==> config.mk <==
export PLATFORM = sky130hd
export DESIGN_NAME = pe_operand_feeder_flat
export DESIGN_NICKNAME = d
export VERILOG_FILES = /design/src/rtl/pe_operand_feeder_if.sv /design/src/rtl/pe_operand_feeder.sv /design/src/flat_wrapper.sv
export SDC_FILE = /design/constraint.sdc
export NUM_CORES = 1
export LEC_CHECK = 0
export CORE_MARGIN = 3
export CORE_UTILIZATION = 30
export DETAILED_ROUTE_END_ITERATION = 7
export PLACE_DENSITY_LB_ADDON = 0.3
export REMOVE_ABC_BUFFERS = 1
export SLEW_MARGIN = 20
export SYNTH_ARGS = -nofsm -noshare
export SYNTH_HDL_FRONTEND = slang
export SYNTH_SLANG_ARGS = --single-unit
==> constraint.sdc <==
create_clock -name clk_cal -period 4.02 [get_ports clk_cal]
set_input_delay 1.005 -clock clk_cal [delete_from_list [all_inputs] [get_ports clk_cal]]
set_output_delay 1.005 -clock clk_cal [all_outputs]
set_load 0.01 [all_outputs]
==> src/rtl/pe_operand_feeder_if.sv <==
// rtl/pe_operand_feeder_if.sv - PE operand feeder bus: control, buffer reads, PE operand stream
// Ports (master = feeder side):
//   in : start, hold, bias_in[7:0], fmap_rdata[7:0], wt_rdata[7:0]
//   out: fmap_addr[FADDR_W-1:0], wt_addr[WADDR_W-1:0], IMap[7:0], IWeight[7:0],
//        ImapVld, IweightVld, bias[7:0], win_last, omap_row[7:0], omap_col[7:0],
//        busy, done
interface pe_operand_feeder_if #(
  parameter int FADDR_W = 10,
  parameter int WADDR_W = 5
);
  logic               start;
  logic               hold;
  logic [7:0]         bias_in;
  logic [FADDR_W-1:0] fmap_addr;
  logic [7:0]         fmap_rdata;
  logic [WADDR_W-1:0] wt_addr;
  logic [7:0]         wt_rdata;
  logic [7:0]         IMap;
  logic [7:0]         IWeight;
  logic               ImapVld;
  logic               IweightVld;
  logic [7:0]         bias;
  logic               win_last;
  logic [7:0]         omap_row;
  logic [7:0]         omap_col;
  logic               busy;
  logic               done;

  modport master (
    input  start, hold, bias_in, fmap_rdata, wt_rdata,
    output fmap_addr, wt_addr, IMap, IWeight, ImapVld, IweightVld,
           bias, win_last, omap_row, omap_col, busy, done
  );

  modport slave (
    output start, hold, bias_in, fmap_rdata, wt_rdata,
    input  fmap_addr, wt_addr, IMap, IWeight, ImapVld, IweightVld,
           bias, win_last, omap_row, omap_col, busy, done
  );
endinterface

==> src/rtl/pe_operand_feeder.sv <==
// rtl/pe_operand_feeder.sv - walks every KxK window of a feature map and streams operand pairs to the MAC PE
// Ports:
//   clk_cal : clock
//   rst_cal : asynchronous active-high reset
//   bus     : pe_operand_feeder_if.master (start/hold/bias_in control, feature and weight
//             buffer read ports, PE operand stream with window tags, busy/done status)
module pe_operand_feeder #(
  parameter int K       = 5,
  parameter int IMG_W   = 32,
  parameter int IMG_H   = 32,
  parameter int FADDR_W = 10,
  parameter int WADDR_W = 5
) (
  input  logic                 clk_cal,
  input  logic                 rst_cal,
  pe_operand_feeder_if.master  bus
);

  localparam int OUT_W = IMG_W - K + 1;
  localparam int OUT_H = IMG_H - K + 1;

  localparam logic [7:0] K_LAST  = 8'(K - 1);
  localparam logic [7:0] OX_LAST = 8'(OUT_W - 1);
  localparam logic [7:0] OY_LAST = 8'(OUT_H - 1);

  typedef enum logic [1:0] {
    S_IDLE,
    S_RUN,
    S_DRAIN,
    S_DONE
  } state_t;

  state_t     state_q, state_d;
  logic [7:0] kx_q, kx_d;
  logic [7:0] ky_q, ky_d;
  logic [7:0] ox_q, ox_d;
  logic [7:0] oy_q, oy_d;
  logic [7:0] bias_q, bias_d;
  logic       vld_q;
  logic       win_last_q;
  logic [7:0] row_q;
  logic [7:0] col_q;

  logic run;
  logic issue;
  logic win_end;
  logic all_end;

  assign run     = (state_q == S_RUN);
  // Hold only freezes issue; the FSM stays in RUN so resumption is seamless.
  assign issue   = run && !bus.hold;
  assign win_end = (kx_q == K_LAST) && (ky_q == K_LAST);
  assign all_end = win_end && (ox_q == OX_LAST) && (oy_q == OY_LAST);

  always_comb begin
    state_d = state_q;
    kx_d    = kx_q;
    ky_d    = ky_q;
    ox_d    = ox_q;
    oy_d    = oy_q;
    bias_d  = bias_q;
    case (state_q)
      S_IDLE: begin
        if (bus.start) begin
          state_d = S_RUN;
          bias_d  = bus.bias_in;
          kx_d    = 8'd0;
          ky_d    = 8'd0;
          ox_d    = 8'd0;
          oy_d    = 8'd0;
        end
      end
      S_RUN: begin
        if (issue) begin
          // Nested odometer: kx fastest, then ky, ox, oy.
          if (kx_q == K_LAST) begin
            kx_d = 8'd0;
            if (ky_q == K_LAST) begin
              ky_d = 8'd0;
              if (ox_q == OX_LAST) begin
                ox_d = 8'd0;
                oy_d = oy_q + 8'd1;
              end else begin
                ox_d = ox_q + 8'd1;
              end
            end else begin
              ky_d = ky_q + 8'd1;
            end
          end else begin
            kx_d = kx_q + 8'd1;
          end
          // The final pair leaves RUN so the wrapped address is never issued.
          if (all_end) begin
            state_d = S_DRAIN;
          end
        end
      end
      S_DRAIN: state_d = S_DONE;
      S_DONE:  state_d = S_IDLE;
      default: state_d = S_IDLE;
    endcase
  end

  always_ff @(posedge clk_cal or posedge rst_cal) begin
    if (rst_cal) begin
      state_q    <= S_IDLE;
      kx_q       <= 8'd0;
      ky_q       <= 8'd0;
      ox_q       <= 8'd0;
      oy_q       <= 8'd0;
      bias_q     <= 8'd0;
      vld_q      <= 1'b0;
      win_last_q <= 1'b0;
      row_q      <= 8'd0;
      col_q      <= 8'd0;
    end else begin
      state_q    <= state_d;
      kx_q       <= kx_d;
      ky_q       <= ky_d;
      ox_q       <= ox_d;
      oy_q       <= oy_d;
      bias_q     <= bias_d;
      // Tags travel with valid so they line up with the returning read data.
      vld_q      <= issue;
      win_last_q <= issue && win_end;
      if (issue) begin
        row_q <= oy_q;
        col_q <= ox_q;
      end
    end
  end

  // Addresses are derived from the current counters, so during hold they sit
  // at the frozen (next-to-issue) position; outside RUN they are 0.
  assign bus.fmap_addr = run ? FADDR_W'((32'(oy_q) + 32'(ky_q)) * IMG_W + 32'(ox_q) + 32'(kx_q))
                             : '0;
  assign bus.wt_addr   = run ? WADDR_W'(32'(ky_q) * K + 32'(kx_q)) : '0;

  assign bus.ImapVld    = vld_q;
  assign bus.IweightVld = vld_q;
  assign bus.IMap       = vld_q ? bus.fmap_rdata : 8'd0;
  assign bus.IWeight    = vld_q ? bus.wt_rdata : 8'd0;
  assign bus.bias       = bias_q;
  assign bus.win_last   = win_last_q;
  assign bus.omap_row   = row_q;
  assign bus.omap_col   = col_q;
  assign bus.busy       = (state_q == S_RUN) || (state_q == S_DRAIN);
  assign bus.done       = (state_q == S_DONE);

endmodule
==> src/flat_wrapper.sv <==
// flat-port wrapper written by rule: the top's interface ports become plain ports
module pe_operand_feeder_flat 
#(
  parameter int K       = 5,
  parameter int IMG_W   = 32,
  parameter int IMG_H   = 32,
  parameter int FADDR_W = 10,
  parameter int WADDR_W = 5
)
  (clk_cal, rst_cal, bus_start, bus_hold, bus_bias_in, bus_fmap_rdata, bus_wt_rdata, bus_fmap_addr, bus_wt_addr, bus_IMap, bus_IWeight, bus_ImapVld, bus_IweightVld, bus_bias, bus_win_last, bus_omap_row, bus_omap_col, bus_busy, bus_done);
  pe_operand_feeder_if #(.FADDR_W(FADDR_W), .WADDR_W(WADDR_W)) bus_i ();
  input  logic clk_cal;
  input  logic rst_cal;
  input wire logic [$bits(bus_i.start)-1:0] bus_start;
  input wire logic [$bits(bus_i.hold)-1:0] bus_hold;
  input wire logic [$bits(bus_i.bias_in)-1:0] bus_bias_in;
  input wire logic [$bits(bus_i.fmap_rdata)-1:0] bus_fmap_rdata;
  input wire logic [$bits(bus_i.wt_rdata)-1:0] bus_wt_rdata;
  output wire logic [$bits(bus_i.fmap_addr)-1:0] bus_fmap_addr;
  output wire logic [$bits(bus_i.wt_addr)-1:0] bus_wt_addr;
  output wire logic [$bits(bus_i.IMap)-1:0] bus_IMap;
  output wire logic [$bits(bus_i.IWeight)-1:0] bus_IWeight;
  output wire logic [$bits(bus_i.ImapVld)-1:0] bus_ImapVld;
  output wire logic [$bits(bus_i.IweightVld)-1:0] bus_IweightVld;
  output wire logic [$bits(bus_i.bias)-1:0] bus_bias;
  output wire logic [$bits(bus_i.win_last)-1:0] bus_win_last;
  output wire logic [$bits(bus_i.omap_row)-1:0] bus_omap_row;
  output wire logic [$bits(bus_i.omap_col)-1:0] bus_omap_col;
  output wire logic [$bits(bus_i.busy)-1:0] bus_busy;
  output wire logic [$bits(bus_i.done)-1:0] bus_done;
  assign bus_i.start = bus_start;
  assign bus_i.hold = bus_hold;
  assign bus_i.bias_in = bus_bias_in;
  assign bus_i.fmap_rdata = bus_fmap_rdata;
  assign bus_i.wt_rdata = bus_wt_rdata;
  assign bus_fmap_addr = bus_i.fmap_addr;
  assign bus_wt_addr = bus_i.wt_addr;
  assign bus_IMap = bus_i.IMap;
  assign bus_IWeight = bus_i.IWeight;
  assign bus_ImapVld = bus_i.ImapVld;
  assign bus_IweightVld = bus_i.IweightVld;
  assign bus_bias = bus_i.bias;
  assign bus_win_last = bus_i.win_last;
  assign bus_omap_row = bus_i.omap_row;
  assign bus_omap_col = bus_i.omap_col;
  assign bus_busy = bus_i.busy;
  assign bus_done = bus_i.done;
  pe_operand_feeder #(.K(K), .IMG_W(IMG_W), .IMG_H(IMG_H), .FADDR_W(FADDR_W), .WADDR_W(WADDR_W)) u_core (.clk_cal(clk_cal), .rst_cal(rst_cal), .bus(bus_i));
endmodule
==> results of run 1 <==
## worst min-delay path by stage
stage / from / endpoint / cells after the start
after CTS: u_core.bus.omap_col[5]$_DFFE_PP0P_ / u_core.bus.omap_col[5]$_DFFE_PP0P_ / 2
after global placement: u_core.bus.omap_col[5]$_DFFE_PP0P_ / u_core.bus.omap_col[5]$_DFFE_PP0P_ / 2
after global routing: u_core.bus.omap_row[5]$_DFFE_PP0P_ / u_core.bus.omap_row[5]$_DFFE_PP0P_ / 2
after floorplan: u_core.ox_q[7]$_DFFE_PP0P_ / u_core.ox_q[7]$_DFFE_PP0P_ / 1
after detailed placement: u_core.bus.omap_col[5]$_DFFE_PP0P_ / u_core.bus.omap_col[5]$_DFFE_PP0P_ / 2
final: u_core.bus.omap_col[5]$_DFFE_PP0P_ / u_core.bus.omap_col[5]$_DFFE_PP0P_ / 2
## state kept, by name, summed over array words and instances (netlist names)
name and flops:
u_core.bus.win_last 1, u_core.bus.omap_col 8, u_core.bus.omap_row 8, u_core.bus.ImapVld 1, u_core.ox_q 8, u_core.oy_q 8
u_core.bus.bias 8, u_core.state_q 2, u_core.ky_q 8, u_core.kx_q 8
## synthesized netlist by cell type (all sizes together), types with 2 or more instances
cell      n  area, µm²
a2111oi   2       30.0
a21o      3       22.5
a21oi    16       80.1
a31oi     4       25.0
and2     23        144
and3      2       12.5
clkbuf   12       45.0
dfrtp    60       1500
fa        7        140
ha       36        450
inv      28        105
mux2     10        113
mux2i     2       20.0
nand2    65        244
nand2b    4       25.0
nand3    15       75.1
nand4     5       31.3
nor2     27        101
nor2b     4       25.0
nor3      9       45.0
nor3b     3       27.5
nor4      5       31.3
nor4b     2       38.8
o211ai    2       15.0
o21a      4       30.0
o21ai    18       90.1
o31ai     5       37.5
or3       2       12.5
or4       7       52.6
xnor2    22        193
xor2      3       26.3
## metal layers
metal  vias up  part of all wire  GRT usage
met1      1605              0.43      0.175
met3        17             0.040     0.0332
li1       1689                 -          -
met5         -                 0          0
met2        59              0.51      0.258
met4         0             0.018     0.0475
## logic make-up after synthesis
kind of cell	count (synthesis)	share of synthesized area
muxes	12	0.0335
and+or+nand+nor	180	0.239
buffers and inverters	42	0.0408
AOI/OAI and AO/OA	62	0.103
DFF	60	0.380
adders and majority gates	43	0.149
xor gates and xnor gates	25	0.0554
## layout make-up
class,count,area (µm²),area share
Clock buffer,12,256,0.0462
Clock inverter,4,47.5,0.00855
Inverter,29,109,0.0196
Multi-Input combinational cell,322,2340,0.420
Sequential cell,60,1500,0.270
Tap cell,172,215,0.0387
Timing Repair Buffer,118,1090,0.197
## worst reg2reg max path, delay by kind of cell, from the launching register on
family          cells  cell delay [ns]
compound gates      2             0.61
fa+ha+maj           1             0.17
buf+inv             2             0.26
flops               1             0.39
simple gates        3             1.16
## power groups by stage
stage | clock network, mW | logic [mW] | registers (mW)
CTS | 0.792 | 1.56 | 0.723
finish | 0.775 | 1.53 | 0.725
floorplan | 0 | 0.825 | 0.749
global route | 0.824 | 1.70 | 0.731
detailed placement | 0 | 1.54 | 0.732
global placement | 0 | 1.52 | 0.729
## timing repair
item                                    CTS  global route
endpoints found under the setup margin    4             6
gates resized for setup                  29             3
buffers inserted                          0             1
pin swaps                                 3             1
hold buffers                              0             0
==> out/metrics.cfg, run 1 <==
[sta]
fmaxAchievable_mhz = 240
skew_ns = 0.00537
slew_headroom = 0.514
worst_slack_ns = -0.153
worst_pin_slew_ns = 0.726
period_needed_ns = 4.17
timing.setup.tns_ns = -0.251
rsz0062_at_grt = yes
drv_slew = 0
hold_viol = 0
whs_ns = 0.469
finalCritPeriodShare = 1.04
setup_viol_count_final = 2

[setup_path]
cp_max_fo = 3
r2r-end = u_core.oy_q[5]$_DFFE_PP0P_
cp-startpoint = u_core.oy_q[0]$_DFFE_PP0P_
endpoint = bus_fmap_addr[9]
r2r_cells = 8
end_kind = primary output
worst_path_max_delay_cell = fa_2
path_common_cell = inv_2
slowest_delay_ns = 0.53
r2r-start = u_core.kx_q[1]$_DFFE_PP0P_
arrival_ns = 3.17
cp_top_family = adder cells
worstSetupPathType = flip-flop to primary output
start_kind = flip-flop
r2r_slack_ns = 1.35
worstSetupPathDepth = 11
required_ns = 3.01
critPathBufInv = 3
worstPathCellList = ha_2 > fa_2 > inv_2 > fa_1 > inv_2 > ha_4 > o2111ai_2 > a31oi_1 > or3_1 > a21oi_2 > buf_2

[pwr]
combPwrFrac = 0.505
p_leak_nw = 2.58
p_int_mw = 1.98
p_total_mw = 3.03
ir_drop_mv = 0.220
p_sw_frac = 0.346
switchingPower_mw = 1.05
p_clk_frac = 0.256
powerDensity_mw_per_mm2 = 546
seq_power_share = 0.239

[run_status]
status = finished with violations
violations = setup timing

[route]
wl_um = 10200
drtAntennaViolNets = 0
first_iter_violations = 274
first_pass_iters = 5
drc = 0
via_count = 3370
drt-wirelength-per-cell_um = 14.2
drt-vias-per-instance = 4.70

[finish]
fill_cells = 1215
final_core_util = 0.435
area_growth_pct = 40.5
drive_gt1_frac = 0.154
stdcell_area_mm2 = 0.00556
instances_no_fill = 717
final_cell_mix = 82 x clkdlybuf4s50_1, 65 x nand2_1, 60 x dfrtp_1
fin_nets = 611
n_antenna_cell = 0
final_common_cell = clkdlybuf4s50_1

[placement]
dpl.cell_count = 700
dp_hpwl_um = 7820
gp_congestion = 0.833
port_buffers = 87
place_area_mm2 = 0.00521
preCtsSetupSlack_ns = -0.384

[cts]
cts_tree = built
path_clk_slew_ns = 0.05
numCtsBuffers = 9
clockRootBuffer = clkbuf_16
clk_latency_ns = 0.32
clockBufferDepth = 2
h-tree-depth = 3
clock_sink_count = 60

[synth]
synth_seq_cells = 60
yosys_warnings = 0
netlist_area_mm2 = 0.00396
synth_enable_flop_cells = 0
ys.flop_type = dfrtp_1
syn_inst = 424
async_flop_share = 1.00
synth_area_per_cell_um2 = 9.33
ys_types = 51
yosysSeqAreaShare = 0.380

[floorplanning]
ios = 88
initial_core_util = 0.310
fp-row-count = 41
core_area_mm2 = 0.0128
design.die.area_mm2 = 0.0146
die_w_um = 121
die_y_um = 121

[global_route]
grt.total_usage = 0.146
grt_max_degree = 26
antenna_found_initial = 0
grt_pass1_vias = 3577
grt_first_pass_wirelength_um = 17200
grt-ovfl-total = 0

[job]
maxCapViolCount = 0

[hold_path]
holdCritPathClass = flip-flop to flip-flop

Power figures use the tool's default switching activity.
==> run 2: changes to the inputs <==
Settings changed: SKIP_CTS_REPAIR_TIMING set to 1.
==> run 2 against run 1 <==
Net effect: the flow still finishes with violations (setup timing); combinational power barely moved; non-clock buffer count did not move; global-route usage fell by 0.14 points; first-iteration DRC count rose by 6.2%; via count rose by 0.18%; wire length rose by 0.33%; utilization barely moved; total power rose by 0.33%; clock skew fell by 0.00055 ns; clock-buffer cell count did not move; flip-flop and latch count did not move; largest power group unchanged.
==> out/metrics.cfg, run 2 (synthesis results as in run 1) <==
[run_status]
status = finished with violations
violations = setup timing

[placement]
port_buffers = 87  ; unchanged
place_area_mm2 = 0.00521  ; unchanged
preCtsSetupSlack_ns = -0.384  ; unchanged
gp_congestion = 0.833  ; unchanged
dp_hpwl_um = 7820  ; unchanged
dpl.cell_count = 700  ; unchanged

[job]
maxCapViolCount = 0  ; unchanged

[finish]
drive_gt1_frac = 0.152  ; -0.00183
final_core_util = 0.435  ; about the same
n_antenna_cell = 0  ; unchanged
instances_no_fill = 717  ; unchanged
multi_input_area_mm2 = 0.00234  ; +0.21%
seq_area_mm2 = 0.00150  ; unchanged
fin_nets = 611  ; unchanged
fill_cells = 1211  ; -0.33%
final_cell_mix = 81 x clkdlybuf4s50_1, 65 x nand2_1, 60 x dfrtp_1
final_common_cell = clkdlybuf4s50_1
stdcell_area_mm2 = 0.00556  ; about the same
area_growth_pct = 40.7  ; about the same

[global_route]
grt_max_degree = 26  ; unchanged
grt-ovfl-total = 0  ; unchanged
antenna_found_initial = 0  ; unchanged
grt.total_usage = 0.145  ; -0.00139
grt_pass1_vias = 3556  ; -0.59%
grt_first_pass_wirelength_um = 17100  ; -0.96%

[route]
drc = 0  ; unchanged
drt-vias-per-instance = 4.71  ; +0.18%
drtAntennaViolNets = 0  ; unchanged
first_pass_iters = 4  ; -1
via_count = 3376  ; +0.18%
wl_um = 10200  ; +0.33%
first_iter_violations = 291  ; +6.2%
drt-wirelength-per-cell_um = 14.2  ; +0.33%

[setup_path]
start_kind = flip-flop
cp_max_fo = 3  ; unchanged
arrival_ns = 3.15  ; -0.02 ns
required_ns = 3.01  ; about the same
end_kind = primary output
worstSetupPathType = flip-flop to primary output

[hold_path]
holdCritPathClass = flip-flop to flip-flop

[cts]
numCtsBuffers = 9  ; unchanged
cts_tree = built
clock_sink_count = 60  ; unchanged
h-tree-depth = 3  ; unchanged
path_clk_slew_ns = 0.05  ; about the same
clk_latency_ns = 0.32  ; about the same
clockRootBuffer = clkbuf_16
clockBufferDepth = 2  ; unchanged

[sta]
worst_pin_slew_ns = 0.729  ; +0.00306 ns
finalCritPeriodShare = 1.03  ; -0.00371
period_needed_ns = 4.16  ; -0.0149 ns
slew_headroom = 0.512  ; -0.00205
setup_viol_count_final = 3  ; +1
hold_viol = 0  ; unchanged
skew_ns = 0.00482  ; -0.000555 ns
drv_slew = 0  ; unchanged
worst_slack_ns = -0.139  ; +0.0149 ns
fmaxAchievable_mhz = 240  ; +0.36%
rsz0062_at_grt = yes

[floorplanning]
design.die.area_mm2 = 0.0146  ; unchanged
core_area_mm2 = 0.0128  ; unchanged
fp-row-count = 41  ; unchanged
initial_core_util = 0.310  ; unchanged
die_y_um = 121  ; unchanged
ios = 88  ; unchanged
die_w_um = 121  ; unchanged

[pwr]
powerDensity_mw_per_mm2 = 547  ; +0.24%
p_leak_nw = 2.59  ; +0.40%
ir_drop_mv = 0.220  ; about the same
p_total_mw = 3.04  ; +0.33%

==> run 2: report_power, final <==
group	internal (mW)	switching (mW)
Sequential	0.658	0.0650
Combinational	0.818	0.726
Clock	0.511	0.264
==> run 2: worst paths after layout <==
check                                                endpoint                               start  cells past startpoint  slack [ns]
max                                          bus_fmap_addr[9]          u_core.oy_q[0]$_DFFE_PP0P_                     11       -0.14
max reg2reg                        u_core.oy_q[5]$_DFFE_PP0P_          u_core.kx_q[1]$_DFFE_PP0P_                      8        1.36
max in group asynchronous          u_core.kx_q[4]$_DFFE_PP0P_                             rst_cal                      3        2.44
min reg2reg                u_core.bus.omap_col[5]$_DFFE_PP0P_  u_core.bus.omap_col[5]$_DFFE_PP0P_                      2        0.47
min in group asynchronous      u_core.bus.bias[6]$_DFFE_PP0P_                             rst_cal                      2        0.94
min                        u_core.bus.omap_col[5]$_DFFE_PP0P_  u_core.bus.omap_col[5]$_DFFE_PP0P_                      2        0.47
==> run 2: area by class of cell <==
cell class,count,area share
multi-input cells,322,0.421
flip-flops and latches,60,0.270
repair buffers,118,0.196
clock buffers,12,0.0461
well taps,172,0.0387
inverters,29,0.0196
clock inverters,4,0.00855
==> run 2: routing by layer <==
| metal | GRT usage | vias to the layer above | part of all wire | wire length [µm] |
|---|---|---|---|---|
| li1 | - | 1691 | - | - |
| met1 | 0.174 | 1609 | 0.44 | 4440 |
| met2 | 0.256 | 63 | 0.51 | 5240 |
| met3 | 0.0332 | 13 | 0.035 | 357 |
| met4 | 0.0439 | 0 | 0.015 | 151 |
| met5 | 0 | - | 0 | 0 |
==> run 2: critical path: stages (launching register included) <==
cell and delay [ns]:
dfrtp_1 0.38, ha_2 0.21, fa_2 0.53, inv_2 0.04, fa_1 0.49, inv_2 0.05
ha_4 0.25, o2111ai_2 0.09, a31oi_1 0.12, or3_1 0.37, a21oi_2 0.14, buf_2 0.16
==> run 2: metrics by stage <==
step,hold slack [ns],TNS (ns)
final,0.469,-0.234
after global routing,0.494,-0.594
after CTS,0.478,-2.23
after detailed placement,0.465,-0.775
after global placement,0.460,-0.541
after floorplan,0.447,0
==> run 3: changes to the inputs <==
Settings changed: MAX_ROUTING_LAYER set to met4.
==> run 3 against run 2 <==
Net effect: the flow still finishes with violations (setup timing); cell count did not move; non-clock buffer count did not move; critical path type unchanged; clock power barely moved; cell area did not move; sequential share of layout area did not move.
==> out/metrics.cfg, run 3 (synthesis results as in run 1) <==
[run_status]
status = finished with violations
violations = setup timing

[setup_path]
path_common_cell = inv_2
r2r-start = u_core.kx_q[1]$_DFFE_PP0P_
r2r-end = u_core.oy_q[5]$_DFFE_PP0P_
critPathBufInv = 3  ; unchanged
worstPathCellList = ha_2 > fa_2 > inv_2 > fa_1 > inv_2 > ha_4 > o2111ai_2 > a31oi_1 > or3_1 > a21oi_2 > buf_2
r2r_cells = 8  ; unchanged
end_kind = primary output
cp_max_fo = 3  ; unchanged
cp_top_family = adder cells
worstSetupPathType = flip-flop to primary output
r2r_slack_ns = 1.35  ; about the same
required_ns = 3.01  ; about the same
worst_path_max_delay_cell = fa_2
slowest_delay_ns = 0.53  ; about the same
arrival_ns = 3.15  ; about the same
start_kind = flip-flop

[finish]
n_antenna_cell = 0  ; unchanged
seq_area_mm2 = 0.00150  ; unchanged
final_core_util = 0.435  ; unchanged
stdcell_area_mm2 = 0.00556  ; unchanged
final_cell_mix = 81 x clkdlybuf4s50_1, 65 x nand2_1, 60 x dfrtp_1
fill_cells = 1211  ; unchanged
multi_input_area_mm2 = 0.00234  ; unchanged
fin_nets = 611  ; unchanged
instances_no_fill = 717  ; unchanged
final_common_cell = clkdlybuf4s50_1
drive_gt1_frac = 0.152  ; unchanged
area_growth_pct = 40.7  ; unchanged

[cts]
clk_latency_ns = 0.32  ; about the same
path_clk_slew_ns = 0.05  ; about the same
clockRootBuffer = clkbuf_16
clockBufferDepth = 2  ; unchanged
cts_tree = built
numCtsBuffers = 9  ; unchanged
h-tree-depth = 3  ; unchanged
clock_sink_count = 60  ; unchanged

[route]
first_pass_iters = 4  ; unchanged
wl_um = 10200  ; +0.13%
drtAntennaViolNets = 0  ; unchanged
drt-wirelength-per-cell_um = 14.2  ; +0.13%
via_count = 3375  ; -0.030%
drt-vias-per-instance = 4.71  ; about the same
first_iter_violations = 259  ; -11%
drc = 0  ; unchanged

[pwr]
powerDensity_mw_per_mm2 = 547  ; about the same
p_leak_nw = 2.59  ; unchanged
ir_drop_mv = 0.220  ; -0.29%

[global_route]
grt_first_pass_wirelength_um = 17100  ; unchanged
grt_pass1_vias = 3552  ; -0.11%
grt-ovfl-total = 0  ; unchanged
grt.total_usage = 0.149  ; +0.00401
antenna_found_initial = 0  ; unchanged
grt_max_degree = 26  ; unchanged

[sta]
slew_headroom = 0.507  ; -0.00535
worst_slack_ns = -0.138  ; +0.000545 ns
drv_slew = 0  ; unchanged
hold_viol = 0  ; unchanged
setup_viol_count_final = 3  ; unchanged
skew_ns = 0.00511  ; +0.000288 ns
fmaxAchievable_mhz = 241  ; about the same
rsz0062_at_grt = yes
timing.setup.tns_ns = -0.232  ; +0.00238 ns
finalCritPeriodShare = 1.03  ; about the same
worst_pin_slew_ns = 0.737  ; +0.00799 ns
period_needed_ns = 4.16  ; -0.000545 ns

[floorplanning]
die_y_um = 121  ; unchanged
ios = 88  ; unchanged
initial_core_util = 0.310  ; unchanged
design.die.area_mm2 = 0.0146  ; unchanged
fp-row-count = 41  ; unchanged
die_w_um = 121  ; unchanged
core_area_mm2 = 0.0128  ; unchanged

[hold_path]
holdCritPathClass = flip-flop to flip-flop
hold_depth = 2  ; unchanged
whs_endpoint = u_core.bus.omap_col[5]$_DFFE_PP0P_
min_from = u_core.bus.omap_col[5]$_DFFE_PP0P_

[placement]
place_area_mm2 = 0.00521  ; unchanged
port_buffers = 87  ; unchanged
dp_hpwl_um = 7820  ; unchanged
dpl.cell_count = 700  ; unchanged
gp_congestion = 0.846  ; +1.5%

[job]
maxCapViolCount = 0  ; unchanged

==> run 3: cell counts in the layout (fill, tap and decap cells not counted) <==
Identical to the previous run, type by type.
==> run 3: stage by stage <==
stage	setup WS [ns]	hold WS [ns]	total power, mW
2_1_floorplan	0.0326	0.447	1.57
3_3_place_gp	-0.306	0.460	2.25
3_5_place_dp	-0.384	0.465	2.27
4_1_cts	-0.758	0.478	3.07
5_1_grt	-0.254	0.494	3.27
6_report	-0.138	0.469	3.04
==> run 3: how the worst max path moves through the flow <==
stage	from	end	slack, ns	cells past startpoint
6_report	u_core.oy_q[0]$_DFFE_PP0P_	bus_fmap_addr[9]	-0.14	11
5_1_grt	u_core.oy_q[0]$_DFFE_PP0P_	bus_fmap_addr[9]	-0.25	11
4_1_cts	u_core.oy_q[0]$_DFFE_PP0P_	bus_fmap_addr[9]	-0.76	11
3_5_place_dp	u_core.oy_q[0]$_DFFE_PP0P_	bus_fmap_addr[9]	-0.38	11
3_3_place_gp	u_core.oy_q[0]$_DFFE_PP0P_	bus_fmap_addr[9]	-0.31	11
2_1_floorplan	bus_hold	u_core.oy_q[2]$_DFFE_PP0P_	0.03	6
==> run 3: layer usage <==
metal  up-vias  part of all wire  track usage
li1       1691                 -            -
met1      1618              0.45        0.176
met2        58              0.51        0.256
met3         8             0.029       0.0309
met4         0            0.0099       0.0439
met5         -                 0            -
==> run 3: cell type report <==
type,instances,area share
multi-input cells,322,0.421
flip-flops and latches,60,0.270
repair buffers,118,0.196
clock buffers,12,0.0461
well taps,172,0.0387
inverters,29,0.0196
clock inverters,4,0.00855
==> run 3: power by group <==
group	internal, mW	switching, mW	total, mW
Combinational	0.818	0.728	1.55
Clock	0.511	0.263	0.774
Sequential	0.658	0.0658	0.724
==> run 3: worst register-to-register path: stages (launching register included) <==
cell      delay, ns
dfrtp_1        0.39
buf_4          0.17
inv_1          0.10
ha_1           0.17
nor4b_2        0.36
nand4b_4       0.29
a211o_4        0.46
or4_1          0.50
a21oi_1        0.16
